File: config.mk
export PLATFORM = sky130hd
export DESIGN_NAME = ruby_lsu_l1d_resp_fmt_flat
export DESIGN_NICKNAME = d
export VERILOG_FILES = /design/src/rtl/ruby_lsu_l1d_resp_fmt_if.sv /design/src/rtl/ruby_lsu_l1d_resp_fmt.sv /design/src/flat_wrapper.sv
export SDC_FILE = /design/constraint.sdc
export NUM_CORES = 1
export LEC_CHECK = 0
export CELL_PAD_IN_SITES_DETAIL_PLACEMENT = 1
export CELL_PAD_IN_SITES_GLOBAL_PLACEMENT = 1
export CORE_MARGIN = 8
export CORE_UTILIZATION = 42
export DETAILED_ROUTE_END_ITERATION = 16
export PLACE_DENSITY_LB_ADDON = 0.08
export SLEW_MARGIN = 10
export SYNTH_ARGS = -nofsm -noshare
export SYNTH_HDL_FRONTEND = slang
export SYNTH_SLANG_ARGS = --single-unit
export TNS_END_PERCENT = 1
File: constraint.sdc
create_clock -name clk -period 5.8 [get_ports clk]
set_input_delay 0.87 -clock clk [delete_from_list [all_inputs] [get_ports clk]]
set_output_delay 0.87 -clock clk [all_outputs]
set_load 0.005 [all_outputs]
File: src/rtl/ruby_lsu_l1d_resp_fmt_if.sv
// LSU <-> L1D responder bundle: request port, cache data return, response port and status.
// slave = the responder, master = the LSU/cache side driving it.
interface ruby_lsu_l1d_resp_fmt_if #(
  parameter int LSU_ID_WIDTH   = 4,
  parameter int ROB_TAG_WIDTH  = 6,
  parameter int PREG_TAG_WIDTH = 7,
  parameter int PADDR_WIDTH    = 56,
  parameter int XLEN           = 64,
  parameter int DEPTH          = 4
);
  localparam int CNT_W = $clog2(DEPTH) + 1;

  logic                      req_vld_i;
  logic                      req_rdy_o;
  logic [LSU_ID_WIDTH-1:0]   req_lsu_id_i;
  logic [ROB_TAG_WIDTH-1:0]  req_rob_id_i;
  logic [PREG_TAG_WIDTH-1:0] req_ld_rd_idx_i;
  logic [5:0]                req_type_i;
  logic [PADDR_WIDTH-1:0]    req_paddr_i;

  logic                      dat_vld_i;
  logic                      dat_rdy_o;
  logic [XLEN-1:0]           dat_i;
  logic                      dat_err_i;

  logic                      resp_vld_o;
  logic                      resp_rdy_i;
  logic [LSU_ID_WIDTH-1:0]   resp_lsu_id_o;
  logic [ROB_TAG_WIDTH-1:0]  resp_rob_id_o;
  logic [PREG_TAG_WIDTH-1:0] resp_ld_rd_idx_o;
  logic [5:0]                resp_req_type_o;
  logic [XLEN-1:0]           resp_ld_data_o;
  logic                      resp_err_o;

  logic [CNT_W-1:0]          count_o;
  logic                      proto_err_o;

  modport slave (
    input  req_vld_i, req_lsu_id_i, req_rob_id_i, req_ld_rd_idx_i, req_type_i, req_paddr_i,
    output req_rdy_o,
    input  dat_vld_i, dat_i, dat_err_i,
    output dat_rdy_o,
    input  resp_rdy_i,
    output resp_vld_o, resp_lsu_id_o, resp_rob_id_o, resp_ld_rd_idx_o, resp_req_type_o,
    output resp_ld_data_o, resp_err_o, count_o, proto_err_o
  );

  modport master (
    output req_vld_i, req_lsu_id_i, req_rob_id_i, req_ld_rd_idx_i, req_type_i, req_paddr_i,
    input  req_rdy_o,
    output dat_vld_i, dat_i, dat_err_i,
    input  dat_rdy_o,
    output resp_rdy_i,
    input  resp_vld_o, resp_lsu_id_o, resp_rob_id_o, resp_ld_rd_idx_o, resp_req_type_o,
    input  resp_ld_data_o, resp_err_o, count_o, proto_err_o
  );
endinterface

File: src/rtl/ruby_lsu_l1d_resp_fmt.sv
// L1D responder: queues LSU request metadata in order, pairs each entry with the returned
// doubleword, aligns/extends it by req_type and presents a registered response.
module ruby_lsu_l1d_resp_fmt #(
  parameter int LSU_ID_WIDTH   = 4,
  parameter int ROB_TAG_WIDTH  = 6,
  parameter int PREG_TAG_WIDTH = 7,
  parameter int PADDR_WIDTH    = 56,
  parameter int XLEN           = 64,
  parameter int DEPTH          = 4
) (
  input logic                   clk,
  input logic                   rst,
  ruby_lsu_l1d_resp_fmt_if.slave bus
);
  localparam int PTR_W = $clog2(DEPTH);
  localparam int CNT_W = PTR_W + 1;

  // Access size class: 0 byte, 1 half, 2 word, 3 doubleword.
  function automatic logic [1:0] acc_size(input logic [5:0] t);
    logic [1:0] s;
    case (t)
      6'd1, 6'd2, 6'd8:                                     s = 2'd0;
      6'd3, 6'd4, 6'd9:                                     s = 2'd1;
      6'd5, 6'd6, 6'd10, 6'd12, 6'd14, 6'd34, 6'd35:        s = 2'd2;
      6'd7, 6'd11, 6'd13, 6'd15, 6'd36, 6'd37:              s = 2'd3;
      default: s = (t >= 6'd16 && t <= 6'd33) ? (t[0] ? 2'd3 : 2'd2) : 2'd0;
    endcase
    return s;
  endfunction

  function automatic logic misaligned(input logic [5:0] t, input logic [2:0] off);
    logic m;
    case (acc_size(t))
      2'd1:    m = off[0];
      2'd2:    m = |off[1:0];
      2'd3:    m = |off;
      default: m = 1'b0;
    endcase
    return m;
  endfunction

  function automatic logic [XLEN-1:0] fmt_load(input logic [5:0] t, input logic [2:0] off,
                                                input logic [XLEN-1:0] dat);
    logic        [XLEN-1:0] sh;
    logic signed [XLEN-1:0] r;
    sh = dat >> {off, 3'b000};
    case (t)
      6'd1:                 r = XLEN'($signed(sh[7:0]));
      6'd2:                 r = $signed({56'd0, sh[7:0]});
      6'd3:                 r = XLEN'($signed(sh[15:0]));
      6'd4:                 r = $signed({48'd0, sh[15:0]});
      6'd5, 6'd12:          r = XLEN'($signed(sh[31:0]));
      6'd6:                 r = $signed({32'd0, sh[31:0]});
      6'd7, 6'd13, 6'd36:   r = $signed(sh);
      6'd34:                r = $signed({32'hFFFF_FFFF, sh[31:0]});
      6'd14, 6'd15:         r = $signed({63'd0, dat[0]});
      default: begin
        if (t >= 6'd16 && t <= 6'd33)
          r = t[0] ? $signed(sh) : XLEN'($signed(sh[31:0]));
        else
          r = '0;
      end
    endcase
    return $unsigned(r);
  endfunction

  logic [LSU_ID_WIDTH-1:0]   q_lsu_id    [DEPTH];
  logic [ROB_TAG_WIDTH-1:0]  q_rob_id    [DEPTH];
  logic [PREG_TAG_WIDTH-1:0] q_ld_rd_idx [DEPTH];
  logic [5:0]                q_type      [DEPTH];
  logic [2:0]                q_off       [DEPTH];

  logic [PTR_W-1:0] wr_ptr, rd_ptr;
  logic [CNT_W-1:0] count;
  logic             proto_err;
  logic             req_rdy, dat_rdy, dat_hs, push, pop, empty;

  logic                      vld_p1;
  logic [LSU_ID_WIDTH-1:0]   lsu_id_p1;
  logic [ROB_TAG_WIDTH-1:0]  rob_id_p1;
  logic [PREG_TAG_WIDTH-1:0] ld_rd_idx_p1;
  logic [5:0]                type_p1;
  logic [XLEN-1:0]           data_p1;
  logic                      err_p1;

  logic [PADDR_WIDTH-4:0] unused_paddr_hi;
  assign unused_paddr_hi = bus.req_paddr_i[PADDR_WIDTH-1:3];

  assign empty   = (count == '0);
  assign req_rdy = (count != CNT_W'(DEPTH));
  assign dat_rdy = !vld_p1 || bus.resp_rdy_i;
  assign dat_hs  = bus.dat_vld_i && dat_rdy;
  assign push    = bus.req_vld_i && req_rdy;
  assign pop     = dat_hs && !empty;

  always_ff @(posedge clk) begin
    if (push) begin
      q_lsu_id[wr_ptr]    <= bus.req_lsu_id_i;
      q_rob_id[wr_ptr]    <= bus.req_rob_id_i;
      q_ld_rd_idx[wr_ptr] <= bus.req_ld_rd_idx_i;
      q_type[wr_ptr]      <= bus.req_type_i;
      q_off[wr_ptr]       <= bus.req_paddr_i[2:0];
    end
  end

  always_ff @(posedge clk) begin
    if (rst) begin
      wr_ptr    <= '0;
      rd_ptr    <= '0;
      count     <= '0;
      proto_err <= 1'b0;
    end else begin
      if (push) wr_ptr <= wr_ptr + 1'b1;
      if (pop)  rd_ptr <= rd_ptr + 1'b1;
      if (push && !pop)      count <= count + 1'b1;
      else if (pop && !push) count <= count - 1'b1;
      if (dat_hs && empty) proto_err <= 1'b1;
    end
  end

  // p0: head entry lookup and data formatting
  logic [5:0]      type_p0;
  logic [2:0]      off_p0;
  logic            err_p0;
  logic [XLEN-1:0] data_p0;

  assign type_p0 = q_type[rd_ptr];
  assign off_p0  = q_off[rd_ptr];
  assign err_p0  = bus.dat_err_i || misaligned(type_p0, off_p0);
  assign data_p0 = err_p0 ? '0 : fmt_load(type_p0, off_p0, bus.dat_i);

  // p1: response register; fields are zeroed whenever no response is held
  always_ff @(posedge clk) begin
    if (rst || (!pop && bus.resp_rdy_i)) begin
      vld_p1       <= 1'b0;
      lsu_id_p1    <= '0;
      rob_id_p1    <= '0;
      ld_rd_idx_p1 <= '0;
      type_p1      <= '0;
      data_p1      <= '0;
      err_p1       <= 1'b0;
    end else if (pop) begin
      vld_p1       <= 1'b1;
      lsu_id_p1    <= q_lsu_id[rd_ptr];
      rob_id_p1    <= q_rob_id[rd_ptr];
      ld_rd_idx_p1 <= q_ld_rd_idx[rd_ptr];
      type_p1      <= type_p0;
      data_p1      <= data_p0;
      err_p1       <= err_p0;
    end
  end

  assign bus.req_rdy_o        = req_rdy;
  assign bus.dat_rdy_o        = dat_rdy;
  assign bus.resp_vld_o       = vld_p1;
  assign bus.resp_lsu_id_o    = lsu_id_p1;
  assign bus.resp_rob_id_o    = rob_id_p1;
  assign bus.resp_ld_rd_idx_o = ld_rd_idx_p1;
  assign bus.resp_req_type_o  = type_p1;
  assign bus.resp_ld_data_o   = data_p1;
  assign bus.resp_err_o       = err_p1;
  assign bus.count_o          = count;
  assign bus.proto_err_o      = proto_err;
endmodule

File: src/flat_wrapper.sv
// flat-port wrapper written by rule: the top's interface ports become plain ports
module ruby_lsu_l1d_resp_fmt_flat 
#(
  parameter int LSU_ID_WIDTH   = 4,
  parameter int ROB_TAG_WIDTH  = 6,
  parameter int PREG_TAG_WIDTH = 7,
  parameter int PADDR_WIDTH    = 56,
  parameter int XLEN           = 64,
  parameter int DEPTH          = 4
)
  (clk, rst, bus_req_vld_i, bus_req_lsu_id_i, bus_req_rob_id_i, bus_req_ld_rd_idx_i, bus_req_type_i, bus_req_paddr_i, bus_req_rdy_o, bus_dat_vld_i, bus_dat_i, bus_dat_err_i, bus_dat_rdy_o, bus_resp_rdy_i, bus_resp_vld_o, bus_resp_lsu_id_o, bus_resp_rob_id_o, bus_resp_ld_rd_idx_o, bus_resp_req_type_o, bus_resp_ld_data_o, bus_resp_err_o, bus_count_o, bus_proto_err_o);
  ruby_lsu_l1d_resp_fmt_if #(.LSU_ID_WIDTH(LSU_ID_WIDTH), .ROB_TAG_WIDTH(ROB_TAG_WIDTH), .PREG_TAG_WIDTH(PREG_TAG_WIDTH), .PADDR_WIDTH(PADDR_WIDTH), .XLEN(XLEN), .DEPTH(DEPTH)) bus_i ();
  input logic clk;
  input logic rst;
  input wire logic [$bits(bus_i.req_vld_i)-1:0] bus_req_vld_i;
  input wire logic [$bits(bus_i.req_lsu_id_i)-1:0] bus_req_lsu_id_i;
  input wire logic [$bits(bus_i.req_rob_id_i)-1:0] bus_req_rob_id_i;
  input wire logic [$bits(bus_i.req_ld_rd_idx_i)-1:0] bus_req_ld_rd_idx_i;
  input wire logic [$bits(bus_i.req_type_i)-1:0] bus_req_type_i;
  input wire logic [$bits(bus_i.req_paddr_i)-1:0] bus_req_paddr_i;
  output wire logic [$bits(bus_i.req_rdy_o)-1:0] bus_req_rdy_o;
  input wire logic [$bits(bus_i.dat_vld_i)-1:0] bus_dat_vld_i;
  input wire logic [$bits(bus_i.dat_i)-1:0] bus_dat_i;
  input wire logic [$bits(bus_i.dat_err_i)-1:0] bus_dat_err_i;
  output wire logic [$bits(bus_i.dat_rdy_o)-1:0] bus_dat_rdy_o;
  input wire logic [$bits(bus_i.resp_rdy_i)-1:0] bus_resp_rdy_i;
  output wire logic [$bits(bus_i.resp_vld_o)-1:0] bus_resp_vld_o;
  output wire logic [$bits(bus_i.resp_lsu_id_o)-1:0] bus_resp_lsu_id_o;
  output wire logic [$bits(bus_i.resp_rob_id_o)-1:0] bus_resp_rob_id_o;
  output wire logic [$bits(bus_i.resp_ld_rd_idx_o)-1:0] bus_resp_ld_rd_idx_o;
  output wire logic [$bits(bus_i.resp_req_type_o)-1:0] bus_resp_req_type_o;
  output wire logic [$bits(bus_i.resp_ld_data_o)-1:0] bus_resp_ld_data_o;
  output wire logic [$bits(bus_i.resp_err_o)-1:0] bus_resp_err_o;
  output wire logic [$bits(bus_i.count_o)-1:0] bus_count_o;
  output wire logic [$bits(bus_i.proto_err_o)-1:0] bus_proto_err_o;
  assign bus_i.req_vld_i = bus_req_vld_i;
  assign bus_i.req_lsu_id_i = bus_req_lsu_id_i;
  assign bus_i.req_rob_id_i = bus_req_rob_id_i;
  assign bus_i.req_ld_rd_idx_i = bus_req_ld_rd_idx_i;
  assign bus_i.req_type_i = bus_req_type_i;
  assign bus_i.req_paddr_i = bus_req_paddr_i;
  assign bus_req_rdy_o = bus_i.req_rdy_o;
  assign bus_i.dat_vld_i = bus_dat_vld_i;
  assign bus_i.dat_i = bus_dat_i;
  assign bus_i.dat_err_i = bus_dat_err_i;
  assign bus_dat_rdy_o = bus_i.dat_rdy_o;
  assign bus_i.resp_rdy_i = bus_resp_rdy_i;
  assign bus_resp_vld_o = bus_i.resp_vld_o;
  assign bus_resp_lsu_id_o = bus_i.resp_lsu_id_o;
  assign bus_resp_rob_id_o = bus_i.resp_rob_id_o;
  assign bus_resp_ld_rd_idx_o = bus_i.resp_ld_rd_idx_o;
  assign bus_resp_req_type_o = bus_i.resp_req_type_o;
  assign bus_resp_ld_data_o = bus_i.resp_ld_data_o;
  assign bus_resp_err_o = bus_i.resp_err_o;
  assign bus_count_o = bus_i.count_o;
  assign bus_proto_err_o = bus_i.proto_err_o;
  ruby_lsu_l1d_resp_fmt #(.LSU_ID_WIDTH(LSU_ID_WIDTH), .ROB_TAG_WIDTH(ROB_TAG_WIDTH), .PREG_TAG_WIDTH(PREG_TAG_WIDTH), .PADDR_WIDTH(PADDR_WIDTH), .XLEN(XLEN), .DEPTH(DEPTH)) u_core (.clk(clk), .rst(rst), .bus(bus_i));
endmodule
==> results.md <==
| Metric | Value |
| --- | --- |
| Number of primary I/O pins | 244 |
| Setup repair after global routing missed its margin | false |
| Final total power | 6.02 mW |
| First-iteration detailed-routing DRC count | 427 |
| Tcrit/Tclk final | 72.0% |
| Antenna Cells | 0 |
| Critical path endpoint category | register |
| Number of levels in the clock H-tree | 1 |
| Largest fanout of any net on the critical path | 30 |
| Max rail drop VDD | 0.000242 V |
| Number of I/O port buffers | 190 |
| Routed vias | 7770 |
| Syn. warnings | 0 |
| Buf+Inv Stages, Crit Path | 1 |
| Final setup violation count | 0 |
| Root Buffer | clkbuf_16 |
| Ordered cell list for the critical path | mux4_2 > nor2b_1 > a32oi_2 > and2_4 > o41ai_4 > nor3b_4 > buf_4 > a22oi_1 |
| Post-cts resize count | 0 |
| Internal cell power | 3.64 mW |
| Synthesized netlist net count | 1034 |
| Number of buffers inserted for hold repair after clock tree synthesis | 0 |
| Share of power burned in combinational logic | 45.8% |
| Final worst path period need | 4.18 ns |
| Leak | 4.26 nW |
| Post-layout net count | 1191 |
| Vert. Die Dim | 169 um |
| Max Clock Freq | 239 MHz |
| Hold/Removal Path Class | reg -> reg |
| Post-DP HPWL | 22.6 mm |
| Wire length of the first global-routing pass | 48.6 mm |
| Relative slew slack | 30.0% |
| Count of TritonRoute iterations in the first routing pass | 5 |
| Startpoint class of the critical path | register |
| Initial antenna violation count | 0 |
| Post-synthesis sequential area ratio | 51.8% |
| Yosys cell types | 65 |
| Net load switching power | 2.38 mW |
| Setup Total Neg Slack | 0 ns |
| Maximum number of pins on one net before global-route repair | 77 |
| Layout cells sized above 1 | 13.2% |
| RD Place Congestion | 0.860 |
| Vias in the first global route | 8164 |
| Die width | 169 um |
| P per Cell Area | 478 mW/mm^2 |
| Global Route Usage Sum | 21.8% |
| Clock slew seen by the registers of the worst setup and hold paths | 0.06 ns |
| Initial core utilization | 42.4% |
| Synth-to-layout area growth | 28.0% |
| Antenna violation net count after detailed routing | 0 |
| Count of pins over their slew limit | 0 |
| Final setup skew | 0.0203 ns |
| Measured slew at the worst slew-check pin | 1.05 ns |
| Kind of cell adding the most delay to the critical path | simple AND/OR/NAND/NOR gates |
| Number of instances in the synthesized netlist | 879 |
| Die Area | 0.0286 sq mm |
| Sw Share | 39.5% |
| Standard-cell row count | 56 |
| CTS buffer count | 22 |
| Clock net sink count | 203 |
| Maximum buffer depth of the clock tree | 3 |
| Mapped Area | 0.00985 sq mm |
| Worst setup path class | reg -> reg |
| CTS tree | done |
| Post-synth EDFFs | 104 |
| Core outline area | 0.0233 sq mm |
| Clk pwr share | 22.4% |
| Library cell contributing the largest single delay on the critical path | mux4_2 |
| Wirelength, routed | 32.2 mm |
| Primary FF master, synth | edfxtp_1 |
| Final cell area excluding filler cells | 0.0126 sq mm |
| Post-DR wirelength/cell | 23.5 um |
| Crit path arrival time | 4.59 ns |
| Hold Violations, Final | 0 |
| Mean number of vias per cell | 5.67 |
| Clock latency at the later pin of the worst-skew pair | 0.52 ns |
| Total overflow reported by the global router | 0 |
| Maximum capacitance violations | 0 |
| Status | finished clean |
| Required time at the worst-slack endpoint | 6.22 ns |
| Largest stage delay on the critical path | 0.93 ns |
| Total cell area at the placement stage | 0.0119 sq mm |
| Avg Inst Size Synth | 11.2 sq um |
| Post-synthesis register bit count | 203 |
| Residual DRC | 0 |
| Number of buffers inserted to repair setup after CTS | 0 |
| Sequential share of power | 31.8% |
| Synth async-reset ratio | 0% |
## synthesized netlist by cell type (4+ instances only)
library cell	count	area share, %
buf_6	4	0.46
dfxtp_1	99	20
a31oi_1	11	0.70
edfxtp_1	104	32
o221a_2	8	0.91
a221o_1	7	0.71
a311oi_1	7	0.62
mux2_2	19	2.2
mux4_2	27	6.2
a21oi_1	45	2.3
buf_1	4	0.15
buf_4	7	0.53
nor3_1	16	0.81
clkbuf_1	32	1.2
nand2_1	123	4.7
xnor2_1	4	0.36
a211oi_1	47	3.6
xor2_1	4	0.36
nor2b_1	20	1.3
nor2_1	69	2.6
o21ai_0	35	1.8
nand3_1	12	0.61
a211oi_2	12	1.5
o221ai_1	8	0.71
and3_1	5	0.32
inv_1	9	0.34
ha_1	5	0.63
a22oi_1	9	0.69
mux2i_1	58	5.9
buf_2	20	1.0
## cell type report
class / instances / area [sq um]
Clock buffer: 24 / 579
Multi-Input combinational cell: 599 / 4400
Clock inverter: 16 / 110
Timing Repair Buffer: 201 / 1980
Inverter: 9 / 33.8
Fill cell: 2464 / 10700
Tap cell: 319 / 399
Sequential cell: 203 / 5100
## state kept, by name, summed over array words and instances (netlist names), named ones only
name and count:
u_core.bus.resp_ld_data_o 64, u_core.q_lsu_id 16, u_core.bus.resp_err_o 1, u_core.q_off 12
u_core.bus.resp_rob_id_o 6, u_core.bus.resp_lsu_id_o 4, u_core.q_rob_id 24, u_core.q_ld_rd_idx 28
u_core.bus.count_o 3, u_core.bus.resp_req_type_o 6, u_core.bus.resp_ld_rd_idx_o 7, u_core.bus.resp_vld_o 1
u_core.rd_ptr 2, u_core.wr_ptr 2, u_core.bus.proto_err_o 1, u_core.q_type 24
## tightest hold or removal path, cell delays in order (launching register included)
cell     delay (ns)
dfxtp_1        0.32
nand2_1        0.04
o21ai_0        0.05
## power groups by stage
| stage | Sequential [mW] | Combinational (mW) | Clock [mW] |
|---|---|---|---|
| global placement | 1.94 | 2.72 | 0 |
| finish | 1.92 | 2.76 | 1.35 |
| CTS | 1.92 | 2.77 | 1.38 |
| global route | 1.95 | 2.98 | 1.43 |
| detailed placement | 1.95 | 2.75 | 0 |
| floorplan | 1.90 | 1.86 | 0 |
## logic make-up after synthesis
group                    share of synthesized area (%)
AO/OA/AOI/OAI                                     16.3
multiplexers                                      14.3
adder cells (fa/ha/maj)                          0.838
flip-flops                                        51.8
XOR/XNOR                                         0.711
AND/OR/NAND/NOR                                   12.2
buffers and inverters                             3.77
## per-layer routing
metal / wire length [um] / GRT usage, % / share of wire, %
met3: 2030 / 4.40 / 6.3
met4: 625 / 5.31 / 1.9
met2: 16000 / 38.6 / 50
met1: 13500 / 26.9 / 42
met5: 0 / 0 / 0
## metrics by stage
step / hold slack [ns] / cells / setup WS, ns / util (%)
after floorplan: 0.448 / 879 / 2.68 / -
after global placement: 0.435 / 1331 / 1.70 / 51.2
after detailed placement: 0.446 / 1331 / 1.60 / 51.2
after CTS: 0.459 / 1371 / 1.57 / 54.2
after global routing: 0.478 / 1371 / 1.40 / 54.2
final: 0.452 / 1371 / 1.62 / 54.2
## worst paths after layout
kind	from	to	slack [ns]	cells past startpoint
setup reg to reg	register	u_core.bus.resp_ld_data_o[57]	1.62	8
hold / removal	u_core.bus.resp_ld_data_o[4]	u_core.bus.resp_ld_data_o[4]	0.45	2
setup / recovery	register	u_core.bus.resp_ld_data_o[57]	1.62	8
hold reg to reg	u_core.bus.resp_ld_data_o[4]	u_core.bus.resp_ld_data_o[4]	0.45	2
## layout by cell type, fill, tap and decap left out, types with 7 or more instances in the layout
master	netlist	layout
clkdlybuf4s50_1	0	190
edfxtp_1	104	104
o21ai_0	35	35
a21oi_1	45	45
nand3_1	12	12
a221o_1	7	7
mux4_2	27	27
nand2_1	123	123
nor3_1	16	16
clkbuf_16	0	23
a211oi_1	47	47
inv_1	9	9
nor2_1	69	68
a22oi_1	9	9
nor2b_1	20	20
o221a_2	8	8
mux2_2	19	19
dfxtp_1	99	99
a311oi_1	7	7
a211oi_2	12	12
a31oi_1	11	11
buf_4	7	11
mux2i_1	58	58
o221ai_1	8	8
(Power assumes the default switching activity.)
